===== config.mk =====
export PLATFORM = sky130hd
export DESIGN_NAME = ook_packet_decoder
export DESIGN_NICKNAME = d
export VERILOG_FILES = /design/src/rtl/ook_packet_decoder.sv
export SDC_FILE = /design/constraint.sdc
export NUM_CORES = 1
export LEC_CHECK = 0
export BUFFER_PORTS_ARGS = -buffer_cell sky130_fd_sc_hd__buf_2
export CORE_MARGIN = 8
export CORE_UTILIZATION = 60
export DETAILED_ROUTE_END_ITERATION = 8
export MAX_ROUTING_LAYER = met4
export PLACE_DENSITY_LB_ADDON = 0.3
export SYNTH_ARGS = -nofsm -noshare
export SYNTH_HDL_FRONTEND = slang
export SYNTH_SLANG_ARGS = --single-unit
export TNS_END_PERCENT = 5

===== constraint.sdc =====
create_clock -name clk -period 2.9 [get_ports clk]
set_clock_uncertainty 0.05 [all_clocks]
set_input_delay 0.145 -clock clk [delete_from_list [all_inputs] [get_ports clk]]
set_output_delay 0.145 -clock clk [all_outputs]
set_load 0.02 [all_outputs]

===== src/rtl/ook_packet_decoder.sv =====
// ook_packet_decoder: recovers pulse-width-encoded OOK packets from demodulated baseband
// Ports: clk, reset (sync, active-high), ook_in (async OOK, high = carrier),
//        packet_data (last packet, first bit in MSB), packet_valid (1-cycle strobe),
//        repeat_count (consecutive identical packets, saturating), error (1-cycle strobe),
//        busy (high while receiving a packet)
module ook_packet_decoder #(
  parameter int PacketBits   = 32,
  parameter int ShortMin     = 3000,
  parameter int ShortMax     = 6600,
  parameter int LongMin      = 7200,
  parameter int LongMax      = 12000,
  parameter int LowMax       = 12000,
  parameter int GapCycles    = 60000,
  parameter int RepeatWindow = 240000
) (
  input  logic                  clk,
  input  logic                  reset,
  input  logic                  ook_in,
  output logic [PacketBits-1:0] packet_data,
  output logic                  packet_valid,
  output logic [7:0]            repeat_count,
  output logic                  error,
  output logic                  busy
);
  localparam int BW = $clog2(PacketBits + 1);
  localparam logic [17:0] SMIN = 18'(ShortMin);
  localparam logic [17:0] SMAX = 18'(ShortMax);
  localparam logic [17:0] LMIN = 18'(LongMin);
  localparam logic [17:0] LMAX = 18'(LongMax);
  localparam logic [17:0] LOWM = 18'(LowMax);
  localparam logic [17:0] GAP  = 18'(GapCycles);
  localparam logic [17:0] RWIN = 18'(RepeatWindow);
  localparam logic [BW-1:0] NBITS = BW'(PacketBits);
  typedef enum logic [1:0] {IDLE, ARMED, HIGH, LOW} state_t;
  state_t state_q, state_d;
  logic s1_q, s2_q, s3_q;
  logic [17:0] cnt_q, cnt_d, since_q, since_d;
  logic [BW-1:0] bits_q, bits_d;
  logic [PacketBits-1:0] sh_q, sh_d, data_q, data_d;
  logic [7:0] rep_q, rep_d;
  logic valid_q, valid_d, err_q, err_d;
  logic rise, fall, is0, is1;
  assign packet_data  = data_q;
  assign packet_valid = valid_q;
  assign repeat_count = rep_q;
  assign error        = err_q;
  assign busy         = (state_q == HIGH) || (state_q == LOW);
  always_ff @(posedge clk) begin
    if (reset) begin
      s1_q    <= 1'b0;
      s2_q    <= 1'b0;
      s3_q    <= 1'b0;
      state_q <= IDLE;
      cnt_q   <= '0;
      since_q <= '1;
      bits_q  <= '0;
      sh_q    <= '0;
      data_q  <= '0;
      rep_q   <= '0;
      valid_q <= 1'b0;
      err_q   <= 1'b0;
    end else begin
      s1_q    <= ook_in;
      s2_q    <= s1_q;
      s3_q    <= s2_q;
      state_q <= state_d;
      cnt_q   <= cnt_d;
      since_q <= since_d;
      bits_q  <= bits_d;
      sh_q    <= sh_d;
      data_q  <= data_d;
      rep_q   <= rep_d;
      valid_q <= valid_d;
      err_q   <= err_d;
    end
  end
  always_comb begin
    rise    = s2_q & ~s3_q;
    fall    = ~s2_q & s3_q;
    is0     = (cnt_q >= SMIN) && (cnt_q <= SMAX);
    is1     = (cnt_q >= LMIN) && (cnt_q <= LMAX);
    // cnt_q equals the width of the level that just ended on an edge cycle
    cnt_d   = (rise || fall) ? 18'd1 : (&cnt_q ? cnt_q : cnt_q + 18'd1);
    since_d = &since_q ? since_q : since_q + 18'd1;
    state_d = state_q;
    bits_d  = bits_q;
    sh_d    = sh_q;
    data_d  = data_q;
    rep_d   = rep_q;
    valid_d = 1'b0;
    err_d   = 1'b0;
    case (state_q)
      IDLE:  state_d = (!s2_q && !s3_q && cnt_q >= GAP) ? ARMED : IDLE;
      ARMED: if (rise) begin
        state_d = HIGH;
        bits_d  = '0;
        sh_d    = '0;
      end
      HIGH: if (fall) begin
        if ((is0 || is1) && bits_q != NBITS) begin
          sh_d    = {sh_q[PacketBits-2:0], is1};
          bits_d  = bits_q + BW'(1);
          state_d = LOW;
        end else begin
          err_d   = 1'b1;
          state_d = IDLE;
        end
      end else if (cnt_q > LMAX) begin
        // carrier stuck on: give up without waiting for the falling edge
        err_d   = 1'b1;
        state_d = IDLE;
      end
      LOW: if (rise) begin
        err_d   = cnt_q > LOWM;
        state_d = (cnt_q > LOWM) ? IDLE : HIGH;
      end else if (cnt_q >= GAP) begin
        // the terminating gap doubles as the arming gap for the next packet
        state_d = ARMED;
        if (bits_q == NBITS) begin
          valid_d = 1'b1;
          data_d  = sh_q;
          since_d = '0;
          // since_q lags the strobe-to-strobe distance by one cycle here
          rep_d   = (sh_q == data_q && rep_q != 8'd0 && since_q < RWIN) ?
                    (&rep_q ? rep_q : rep_q + 8'd1) : 8'd1;
        end else begin
          err_d   = 1'b1;
        end
      end
      default: state_d = IDLE;
    endcase
  end
endmodule


# Word level (Yosys, flattened, before mapping)
# Index checks and enable logic that the tools add are counted.
dict set report word_totals {
  reg_bits 121
  out_inout_bits 43
  input_bits 3
}
dict set report classes {
  reduce_logical 24
  n_eq_ne 13
  n_addsub 4
  order_cmp 7
  n_bitwise 7
  muxes 34
}
# op count
set ops {}
lappend ops {{2-to-1 mux 32 bit} 3}
lappend ops {{2-to-1 mux 18 bit} 5}
lappend ops {{one-hot mux 32 bit (2 select lines)} 1}
lappend ops {{adder 18 x 1 -> 18 bit, second input constant} 2}
lappend ops {{AND reduction 18 bit} 2}
lappend ops {{== test 32 bit} 1}
lappend ops {{greater-or-equal comparator 18 x 12 -> 1 bit, second input constant} 1}
lappend ops {{greater-or-equal comparator 18 x 13 -> 1 bit, second input constant} 1}
lappend ops {{greater-or-equal comparator 18 x 16 -> 1 bit, second input constant} 1}
lappend ops {{greater-than comparator 18 x 14 -> 1 bit, second input constant} 1}
lappend ops {{<= comparator 18 x 13 -> 1 bit, second input constant} 1}
lappend ops {{<= comparator 18 x 14 -> 1 bit, second input constant} 1}
lappend ops {{< comparator 18 bit, second input constant} 1}
lappend ops {{2-to-1 mux 6 bit} 3}
lappend ops {{2-to-1 mux 8 bit} 2}
lappend ops {{2-to-1 mux 2 bit} 7}
lappend ops {{one-hot mux 6 bit (2 select lines)} 1}
lappend ops {{2-to-1 mux 1 bit} 10}
lappend ops {{adder 8 x 1 -> 8 bit, second input constant} 1}
lappend ops {{!= test 2 bit, second input constant} 4}
lappend ops {{one-hot mux 2 bit (4 select lines)} 1}
lappend ops {{AND reduction 4 bit} 2}
lappend ops {{AND reduction 8 bit} 1}
lappend ops {{nonzero test 8 bit} 1}
lappend ops {{other kinds (19)} 35}

# Depth between registers and ports, before layout
# Gate-level depths: netlist (run 1).
dict set report logic_depth {
  ltp_word 7
  mapped_depth 10
  depth_no_buf 8
}

# Worst setup path before layout (run 1)
# No wires, ideal clock.
dict set report synth_timing {
  path_kind {register to register}
  from {reg rep_q[0] (netlist: repeat_count[0])}
  to {reg rep_q[5] (netlist: repeat_count[5])}
  setup_ps 70
  period_less_slack_ps 2341
  arrival_time_ps 2221
  setup_slack_ps 559
  stages_incl_launch_ff 10
  cell_sequence {dfxtp_1 -> inv_1 -> ha_1 -> or4b_1 -> o41ai_1 -> or4_1 -> o21ai_1 -> buf_2 -> or4_1 -> a21oi_1}
}
dict set report synth_between {
  elab_chain_len 5
  word_cells_on_any_way 9
}
# element line
set synth_lines {}
lappend synth_lines {{from (decl)} 40} ;# logic [7:0] rep_q, rep_d;
lappend synth_lines {{from (signal assigned)} 72} ;# rep_q <= rep_d;
lappend synth_lines {{parallel branches: the longest is 5 deep, another holds adder 8 x 1 -> 8 bit} n/a}
# Several ways; the timed one is not identified. The select of a mux whose other input is x is not followed.
# A chain may end at the register's enable or synchronous reset.

# Final worst setup path (run 1)
dict set report layout_timing {
  from {reg rep_q[0] (netlist: repeat_count[0])}
  to {reg rep_q[7] (netlist: repeat_count[7])}
}
# Same word-level chain as after synthesis.

==> results of run 1 <==
==> worst reg2reg max path, delay by kind of cell (launching register included) <==
kind / cells / cell delay [ps]
buffers and inverters: 2 / 310
AND/OR/NAND/NOR: 3 / 1120
AO/OA/AOI/OAI: 3 / 600
adder cells (fa/ha/maj): 1 / 150
flip-flops: 1 / 350
==> layer usage <==
metal	wire length [um]	part of all wire [%]	vias up
li1	-	-	2445
met1	5897	44	2396
met2	6415	48	143
met3	644	4.8	33
met4	361	2.7	0
met5	0	0	-
==> cell type report <==
cell class              instances  area (um^2)  area share, %
clock inverters                15        165.2          2.548
repair buffers                 56        322.8          4.980
inverters                      15        56.30         0.8686
multi-input cells             513         2963          45.71
clock buffers                  17        414.1          6.389
flip-flops and latches        121         2422          37.37
well taps                     111        138.9          2.142
==> registers in the layout (all words and copies together), names as in the netlist, 2 cells and up <==
| register | flops |
|---|---|
| bits_q | 6 |
| cnt_q | 18 |
| packet_data | 32 |
| repeat_count | 8 |
| sh_q | 32 |
| since_q | 18 |
| state_q | 2 |
==> through the flow <==
stage	area (um^2)	setup WS [ps]	hold slack (ps)	power, W
final	6482	267.2	37.00	0.004630
after CTS	6482	230.1	16.55	0.004660
after detailed placement	5893	266.0	311.8	0.002608
after global routing	6482	33.81	49.51	0.004836
after global placement	5893	471.8	310.6	0.002573
after floorplan	5597	559.5	223.2	0.002482
==> worst max path at each step <==
stage / end / slack [ps] / cells past startpoint
2_1_floorplan: repeat_count[5] / 560 / 9
3_3_place_gp: bits_q[4] / 470 / 7
3_5_place_dp: repeat_count[7] / 270 / 9
4_1_cts: repeat_count[7] / 230 / 9
5_1_grt: repeat_count[7] / 30 / 9
6_report: repeat_count[7] / 270 / 9
==> power by group through the flow <==
stage / registers (W) / logic [W] / clock network [W]
finish: 0.00185 / 0.000734 / 0.00205
global route: 0.00186 / 0.000820 / 0.00215
CTS: 0.00185 / 0.000733 / 0.00208
detailed placement: 0.00188 / 0.000725 / 0
global placement: 0.00187 / 0.000698 / 0
floorplan: 0.00186 / 0.000619 / 0
==> kinds of logic (layout without fill, tap and decap cells) <==
family          count (synthesis)  after routing  synth area share [%]
simple gates                  302            302                 26.13
compound gates                140            140                 14.73
flops                         121            121                 43.28
xor+xnor                       59             59                 9.233
buf+inv                        56            103                 4.002
fa+ha+maj                      10             10                 2.236
mux                             2              2                0.3801
==> placed cells by master (no fill, tap or decap), drive strengths merged, types with 20 or more instances in the layout <==
| cell | instances |
|---|---|
| a21oi | 51 |
| buf | 55 |
| dfxtp | 121 |
| inv | 20 |
| nand2 | 123 |
| nand3 | 52 |
| nor2 | 41 |
| o21ai | 46 |
| xor2 | 44 |
==> metrics.md, run 1 <==
| Metric | Value |
|---|---|
| Result of the run | `finished clean` |
| Count leader, synth | `sky130_fd_sc_hd__nand2_1` |
| Total leakage power | `2.616 nW` |
| Yosys synthesis warning count | `0` |
| DPL Wire Length | `8917 um` |
| Critical path data arrival time | `3030 ps` |
| Yosys top cell by area | `sky130_fd_sc_hd__dfxtp_1` |
| Fraction of final layout cells with drive strength greater than 1 | `13.84%` |
| Combined buffer and inverter count along the critical path | `2` |
| I/O pin count | `46` |
| FFs w/ async S/R, synth | `0%` |
| Maximum clock frequency | `0.3798 GHz` |
| CTS tree | `yes` |
| Count of fill cells added during filler insertion | `693` |
| Cell area after synthesis | `0.005597 mm^2` |
| Mapped Nets | `703` |
| Largest driver fanout on the critical path | `10` |
| Setup TNS | `0 ps` |
| End of the worst hold path | `s3_q` |
| ANT nets after route | `0` |
| Number of placed cells counting well taps | `815` |
| Post-Synthesis Cells | `690` |
| Clock insertion delay at the later pin of the skew report | `520 ps` |
| Initial cell density of the core | `61.15%` |
| Clock power frac | `44.2%` |
| Highest-delay cell along the critical path | `sky130_fd_sc_hd__or4_1` |
| Number of synthesized flops with an enable pin | `0` |
| Avg Cell Area, Syn | `8.111 um^2` |
| Global-route usage over all layers | `22.10%` |
| Cell family with the largest share of critical-path delay | `simple AND/OR/NAND/NOR gates` |
| Average wire per cell in the routed design | `15.71 um` |
| Post-layout util | `70.83%` |
| RSZ-0062 raised after global routing | `no` |
| Num rows | `35` |
| Worst setup path startpoint | `repeat_count[0]` |
| Maximum capacitance violations | `0` |
| Met1 track utilization from global routing | `26.16%` |
| Flops & latches, synth | `121` |
| Worst supply voltage drop on vdd | `0.0005379 V` |
| Min-Delay Path Depth | `2` |
| Critical Path Max Stage Delay | `460 ps` |
| Vias in the first global route | `4693` |
| Number of hold-repair buffers added at the cts stage | `1` |
| Number of cell instances on the worst register-to-register path | `9` |
| Kind of end point of the critical path | `register` |
| Final clock period utilization by the worst path | `90.79%` |
| Final number of max-transition violations | `0` |
| Met3 track demand over resource in global routing | `5.636%` |
| First drt pass iteration count | `5` |
| Area delta synth->final | `15.83%` |
| Minimum clock period after layout | `2633 ps` |
| Global route overflow | `0` |
| Violation count after the first detailed-route iteration | `407` |
| Die Wd | `112.6 um` |
| Total clock sinks | `121` |
| Combinational cell fraction of total power | `15.8%` |
| Clock slew at the register clock pins of the worst setup and hold paths | `60 ps` |
| Max Root-Sink Buffers | `2` |
| GRT met2 Usage | `34.64%` |
| Switching part of the total power | `27.87%` |
| Clock tree root buffer cell | `sky130_fd_sc_hd__clkbuf_8` |
| Leading cell types by total area after synthesis | `sky130_fd_sc_hd__dfxtp_1 (43%), sky130_fd_sc_hd__nand2_1 (8.2%), sky130_fd_sc_hd__xor2_1 (6.9%)` |
| Maximum number of pins on one net before global-route repair | `41` |
| First-pass GRT wire length | `22190 um` |
| Destination of the worst register-to-register timing path | `repeat_count[7]` |
| Classification of the worst setup path | `reg2reg` |
| Hold/Removal Path Class | `in2reg` |
| Total Die Area | `0.01267 mm^2` |
| Crit-path cells | `inv_1, ha_1, or4b_1, o41ai_1, or4_1, o21ai_1, buf_4, or4_1, a21oi_1` |
| Finished Layout Cells | `848` |
| Standard cell core area | `0.009153 mm^2` |
| Number of antenna violations at the first check in global routing | `0` |
| Number of DRC violations after detailed routing | `0` |
| Grt peak-use layer | `met2` |
| Die Ht | `112.6 um` |
| Min-Delay Startpoint | `reset` |
| # nets final | `737` |
| Final hold violation count | `0` |
| Count of cell types in the netlist | `50` |
| Total vias in the final route | `5017` |
| Max_slew headroom | `47.06%` |
| Seq/Total Area, Yosys | `43.28%` |
| Worst Tran Pin Value | `786.8 ps` |
| Total of buffers placed on input and output ports | `45` |
| Vias per cell | `5.916` |
| Global placer's final weighted congestion | `0.8795` |
| Data required time of the critical path | `3300 ps` |
| Number of setup buffers added after CTS | `0` |
| Internal power of the cells | `0.003340 W` |
| Power per cell area | `714.2 mW/mm^2` |
| Most frequently used flop master after synthesis | `sky130_fd_sc_hd__dfxtp_1` |
| Setup violations, final | `0` |
| Number of gates resized after CTS | `0` |
| Startpoint type of the worst setup path | `register` |
| Cell occurring most often along the worst timing path | `sky130_fd_sc_hd__or4_1` |
| Top-area cell type share of the netlist area | `43.28%` |
| Worst-case register-to-register setup slack | `270 ps` |
| Launch instance of the worst register-to-register path | `repeat_count[0]` |
| TritonCTS buffer count | `17` |
| Commonest cells post-synth | `sky130_fd_sc_hd__nand2_1 (123), sky130_fd_sc_hd__dfxtp_1 (121), sky130_fd_sc_hd__nand3_1 (52), sky130_fd_sc_hd__a21oi_1 (51)` |
| Net load switching power | `0.001290 W` |
| Drt total wl | `13320 um` |
| Level count of the clock H-tree | `4` |
| ANT cells | `0` |
| Sequential cell fraction of total power | `39.9%` |
Note: power is estimated with default switching activity, not from simulation.
==> run 2, diff against run 1 <==
- CORE_UTILIZATION: 60 -> 64
- clock period: 2.9 -> 3.25 ns (I/O delays scaled with it)
==> metrics.md, run 2 (same netlist as run 1, synthesis figures left out) <==
| Metric | Value |
|---|---|
| Result of the run | `finished clean` |
| End of the worst hold path | `packet_valid` |
| ANT nets after route | `0` |
| Most common library cell in the layout ignoring fill and taps | `sky130_fd_sc_hd__nand2_1` |
| Hold/Removal Path Class | `in2reg` |
| Area delta synth->final | `14.51%` |
| Power per cell area | `622.9 mW/mm^2` |
| Final number of max-transition violations | `0` |
| Setup TNS | `0 ps` |
| Total Die Area | `0.01199 mm^2` |
| Destination of the worst register-to-register timing path | `repeat_count[3]` |
| DPL Wire Length | `8923 um` |
| Global-route usage over all layers | `24.88%` |
| First drt pass iteration count | `5` |
| Launch instance of the worst register-to-register path | `sh_q[23]` |
| Number of cell instances on the worst register-to-register path | `7` |
| Total leakage power | `2.586 nW` |
| Vias in the first global route | `4813` |
| Max_slew headroom | `48.91%` |
| Maximum number of pins on one net before global-route repair | `58` |
| Setup violations, final | `0` |
| # nets final | `734` |
| Largest driver fanout on the critical path | `12` |
| Maximum clock frequency | `0.3461 GHz` |
| Maximum capacitance violations | `0` |
| Global placer's final weighted congestion | `0.8802` |
| Final clock period utilization by the worst path | `88.91%` |
| TritonCTS buffer count | `17` |
| Violation count after the first detailed-route iteration | `474` |
| Number of gates resized after CTS | `0` |
| Finished Layout Cells | `842` |
| Startpoint type of the worst setup path | `register` |
| Min-Delay Path Depth | `2` |
| Vias per cell | `6.040` |
| Die Wd | `109.5 um` |
| Minimum clock period after layout | `2890 ps` |
| Drt total wl | `14030 um` |
| Worst-case register-to-register setup slack | `360 ps` |
| First-pass GRT wire length | `23080 um` |
| Final hold violation count | `0` |
| Num rows | `34` |
| Worst Tran Pin Value | `756.4 ps` |
| Commonest cells after routing, fill and taps aside | `sky130_fd_sc_hd__nand2_1 (123), sky130_fd_sc_hd__dfxtp_1 (121), sky130_fd_sc_hd__nand3_1 (52)` |
| Count of fill cells added during filler insertion | `631` |
| Global route overflow | `0` |
| Total of buffers placed on input and output ports | `45` |
| Critical path data arrival time | `3300 ps` |
| Number of DRC violations after detailed routing | `0` |
| Cell Area, Placed | `0.005867 mm^2` |
| Worst supply voltage drop on vdd | `0.0004421 V` |
| Classification of the worst setup path | `reg2reg` |
| Clock slew at the register clock pins of the worst setup and hold paths | `60 ps` |
| Max Root-Sink Buffers | `2` |
| Min-Delay Startpoint | `reset` |
| Level count of the clock H-tree | `4` |
| Kind of end point of the critical path | `register` |
| Average wire per cell in the routed design | `16.66 um` |
| Die Ht | `109.5 um` |
| Power after layout | `0.003992 W` |
| Number of antenna violations at the first check in global routing | `0` |
| Total vias in the final route | `5086` |
| Clock insertion delay at the later pin of the skew report | `520 ps` |
| Total clock sinks | `121` |
| Clock tree root buffer cell | `sky130_fd_sc_hd__clkbuf_8` |
| CTS tree | `yes` |
| Post-placement setup slack | `503.0 ps` |
| Fin worst setup slack | `360.3 ps` |
| Final instance area | `0.006409 mm^2` |
| Standard cell core area | `0.008593 mm^2` |
| ANT cells | `0` |
| Number of placed cells counting well taps | `809` |
| Fraction of final layout cells with drive strength greater than 1 | `13.49%` |
| Data required time of the critical path | `3660 ps` |
| RSZ-0062 raised after global routing | `no` |
| I/O pin count | `46` |
| Initial cell density of the core | `65.13%` |
-- run 2: worst max path at each step --
stage / startpoint / endpoint / depth (start not counted)
5_1_grt: sh_q[23] / repeat_count[3] / 7
4_1_cts: packet_data[23] / repeat_count[1] / 7
3_3_place_gp: packet_data[23] / repeat_count[3] / 7
6_report: sh_q[23] / repeat_count[3] / 7
2_1_floorplan: repeat_count[0] / repeat_count[5] / 9
3_5_place_dp: sh_q[23] / repeat_count[3] / 7
-- run 2: per-layer routing --
metal / GRT usage (%) / part of all wire (%) / vias up
met5: - / 0 / -
met4: 11.76 / 2.5 / 0
met1: 28.71 / 42 / 2419
li1: - / - / 2458
met3: 5.686 / 6.0 / 41
met2: 40.22 / 49 / 168
-- run 2: worst max-delay path, cell delays in order, from the launching register on --
cell	delay, ps
sky130_fd_sc_hd__dfxtp_1	350
sky130_fd_sc_hd__xor2_1	160
sky130_fd_sc_hd__nor4_1	490
sky130_fd_sc_hd__o41ai_1	170
sky130_fd_sc_hd__or4_1	620
sky130_fd_sc_hd__o21ai_1	620
sky130_fd_sc_hd__o21ai_0	210
sky130_fd_sc_hd__a21oi_1	160
-- run 2: final cells by class --
class | count | area (um^2) | area share (%)
repair buffers | 53 | 300.3 | 4.686
well taps | 108 | 135.1 | 2.109
flip-flops and latches | 121 | 2422 | 37.80
clock inverters | 15 | 117.6 | 1.835
inverters | 15 | 56.30 | 0.8786
multi-input cells | 513 | 2963 | 46.23
clock buffers | 17 | 414.1 | 6.462
-- run 2: stage by stage --
step / util, % / hold slack (ps)
finish: 74.58 / 118.3
global route: 74.58 / 162.3
CTS: 74.58 / 107.9
detailed placement: 68.27 / 342.3
global placement: 68.27 / 335.6
floorplan: - / 240.7
-- run 2: power breakdown --
| part | switching [W] | internal (W) |
|---|---|---|
| Combinational | 0.000350 | 0.000305 |
| Clock | 0.000736 | 0.000948 |
| Sequential | 0.0000843 | 0.00157 |
| Total | 0.00117 | 0.00282 |
-- run 2: what timing repair did --
item                      4_1_cts  5_1_grt
hold endpoints to repair        1        0
hold buffers                    1        0
setup buffers                   0        0
==> run 3, diff against run 2 <==
- ABC_AREA: unset -> 0
- HOLD_SLACK_MARGIN: unset -> 0.12
==> metrics.md, run 3 (same netlist as run 1, synthesis figures left out) <==
| Metric | Value |
|---|---|
| Net load switching power | `0.001168 W` |
| Classification of the worst setup path | `reg2reg` |
| Final number of max-transition violations | `0` |
| Commonest cells after routing, fill and taps aside | `sky130_fd_sc_hd__nand2_1 (123), sky130_fd_sc_hd__dfxtp_1 (121), sky130_fd_sc_hd__nand3_1 (52)` |
| CTS tree | `yes` |
| Kind of end point of the critical path | `register` |
| Total vias in the final route | `5088` |
| Initial cell density of the core | `65.13%` |
| Sequential cell fraction of total power | `41.4%` |
| Clock tree root buffer cell | `sky130_fd_sc_hd__clkbuf_8` |
| Standard cell core area | `0.008593 mm^2` |
| Result of the run | `finished clean` |
| Maximum number of pins on one net before global-route repair | `58` |
| ANT cells | `0` |
| Global route overflow | `0` |
| Destination of the worst register-to-register timing path | `repeat_count[3]` |
| Global placer's final weighted congestion | `0.8802` |
| Level count of the clock H-tree | `4` |
| Combinational cell fraction of total power | `16.4%` |
| Vias in the first global route | `4818` |
| Startpoint type of the worst setup path | `register` |
| Number of gates resized after CTS | `0` |
| Largest driver fanout on the critical path | `12` |
| Fraction of final layout cells with drive strength greater than 1 | `13.47%` |
| DPL Wire Length | `8923 um` |
| Max Root-Sink Buffers | `2` |
| Area delta synth->final | `14.69%` |
| Maximum capacitance violations | `0` |
| First drt pass iteration count | `5` |
| Min-Delay Path Depth | `3` |
| Drt total wl | `13940 um` |
| Total clock sinks | `121` |
| Violation count after the first detailed-route iteration | `489` |
| Fin worst setup slack | `358.7 ps` |
| Min-Delay Startpoint | `ook_in` |
| Internal power of the cells | `0.002823 W` |
| Die Ht | `109.5 um` |
| Final clock period utilization by the worst path | `88.96%` |
| Total Die Area | `0.01199 mm^2` |
| Final hold violation count | `0` |
| Power per cell area | `621.7 mW/mm^2` |
| Post-placement setup slack | `503.0 ps` |
| Power after layout | `0.003990 W` |
| Switching part of the total power | `29.27%` |
| Clock power frac | `42.1%` |
| TritonCTS buffer count | `17` |
| RSZ-0062 raised after global routing | `no` |
| Die Wd | `109.5 um` |
| Worst Tran Pin Value | `745.2 ps` |
| Setup violations, final | `0` |
| Clock insertion delay at the later pin of the skew report | `520 ps` |
| Hold/Removal Path Class | `in2reg` |
| Global-route usage over all layers | `24.90%` |
| Vias per cell | `6.036` |
| Launch instance of the worst register-to-register path | `sh_q[23]` |
| Data required time of the critical path | `3660 ps` |
| Number of DRC violations after detailed routing | `0` |
| Clock slew at the register clock pins of the worst setup and hold paths | `60 ps` |
| Worst supply voltage drop on vdd | `0.0004421 V` |
| Worst-case register-to-register setup slack | `360 ps` |
| Number of cell instances on the worst register-to-register path | `7` |
| End of the worst hold path | `s1_q` |
| Maximum clock frequency | `0.3459 GHz` |
| # nets final | `735` |
| Total of buffers placed on input and output ports | `45` |
| Num rows | `34` |
| Setup TNS | `0 ps` |
| Critical path data arrival time | `3300 ps` |
| Most common library cell in the layout ignoring fill and taps | `sky130_fd_sc_hd__nand2_1` |
| Average wire per cell in the routed design | `16.54 um` |
| Total leakage power | `2.590 nW` |
| I/O pin count | `46` |
| Number of antenna violations at the first check in global routing | `0` |
| ANT nets after route | `0` |
| Minimum clock period after layout | `2891 ps` |
| First-pass GRT wire length | `23090 um` |
| Max_slew headroom | `49.66%` |
-- run 3: cell types whose count changed in the layout (fill, tap and decap cells not counted) --
cell / before / now
sky130_fd_sc_hd__dlygate4sd3_1: 1 / 2
-- run 3: final cells by class --
| cell class | count | area (um^2) |
|---|---|---|
| flip-flops and latches | 121 | 2422 |
| fillers | 630 | 2175 |
| inverters | 15 | 56.30 |
| repair buffers | 54 | 310.3 |
| clock buffers | 17 | 414.1 |
| well taps | 108 | 135.1 |
| multi-input cells | 513 | 2963 |
| clock inverters | 15 | 117.6 |
-- run 3: how the worst max path moves through the flow --
stage / from / end / slack [ps] / depth (start not counted)
detailed placement: sh_q[23] / repeat_count[3] / 500 / 7
floorplan: repeat_count[0] / repeat_count[5] / 910 / 9
CTS: packet_data[23] / repeat_count[1] / 450 / 7
global route: sh_q[23] / repeat_count[3] / 180 / 7
global placement: packet_data[23] / repeat_count[3] / 630 / 7
finish: sh_q[23] / repeat_count[3] / 360 / 7
-- run 3: repair_timing --
action | CTS | global route
hold endpoints to repair | 2 | 0
hold buffers | 2 | 0
setup buffers | 0 | 0
-- run 3: metrics by stage --
stage	utilization, %	instances	hold slack [ps]	instance area, um^2
2_1_floorplan	-	690	240.7	5597
3_3_place_gp	68.27	809	335.6	5867
3_5_place_dp	68.27	809	342.3	5867
4_1_cts	74.69	843	357.9	6419
5_1_grt	74.69	843	389.9	6419
6_report	74.69	843	351.6	6419
-- run 3: critical path: stages, from the launching register on --
cell and delay [ps]:
sky130_fd_sc_hd__dfxtp_1 350, sky130_fd_sc_hd__xor2_1 160, sky130_fd_sc_hd__nor4_1 490, sky130_fd_sc_hd__o41ai_1 170, sky130_fd_sc_hd__or4_1 610, sky130_fd_sc_hd__o21ai_1 620, sky130_fd_sc_hd__o21ai_0 210, sky130_fd_sc_hd__a21oi_1 160
-- run 3: per-layer routing --
layer	share of wire, %	wire length (um)	vias up	track usage [%]
li1	-	-	2454	-
met1	42	5845	2423	28.74
met2	49	6852	175	40.22
met3	6.6	924	36	5.686
met4	2.3	322	0	11.76
met5	0	0	-	-
-- run 3: power groups by stage --
stage               registers (W)  clock network [W]  logic (W)
CTS                       0.00165            0.00170   0.000657
finish                    0.00165            0.00168   0.000656
detailed placement        0.00168                  0   0.000640
global route              0.00166            0.00177   0.000740
global placement          0.00167                  0   0.000619
floorplan                 0.00166                  0   0.000552
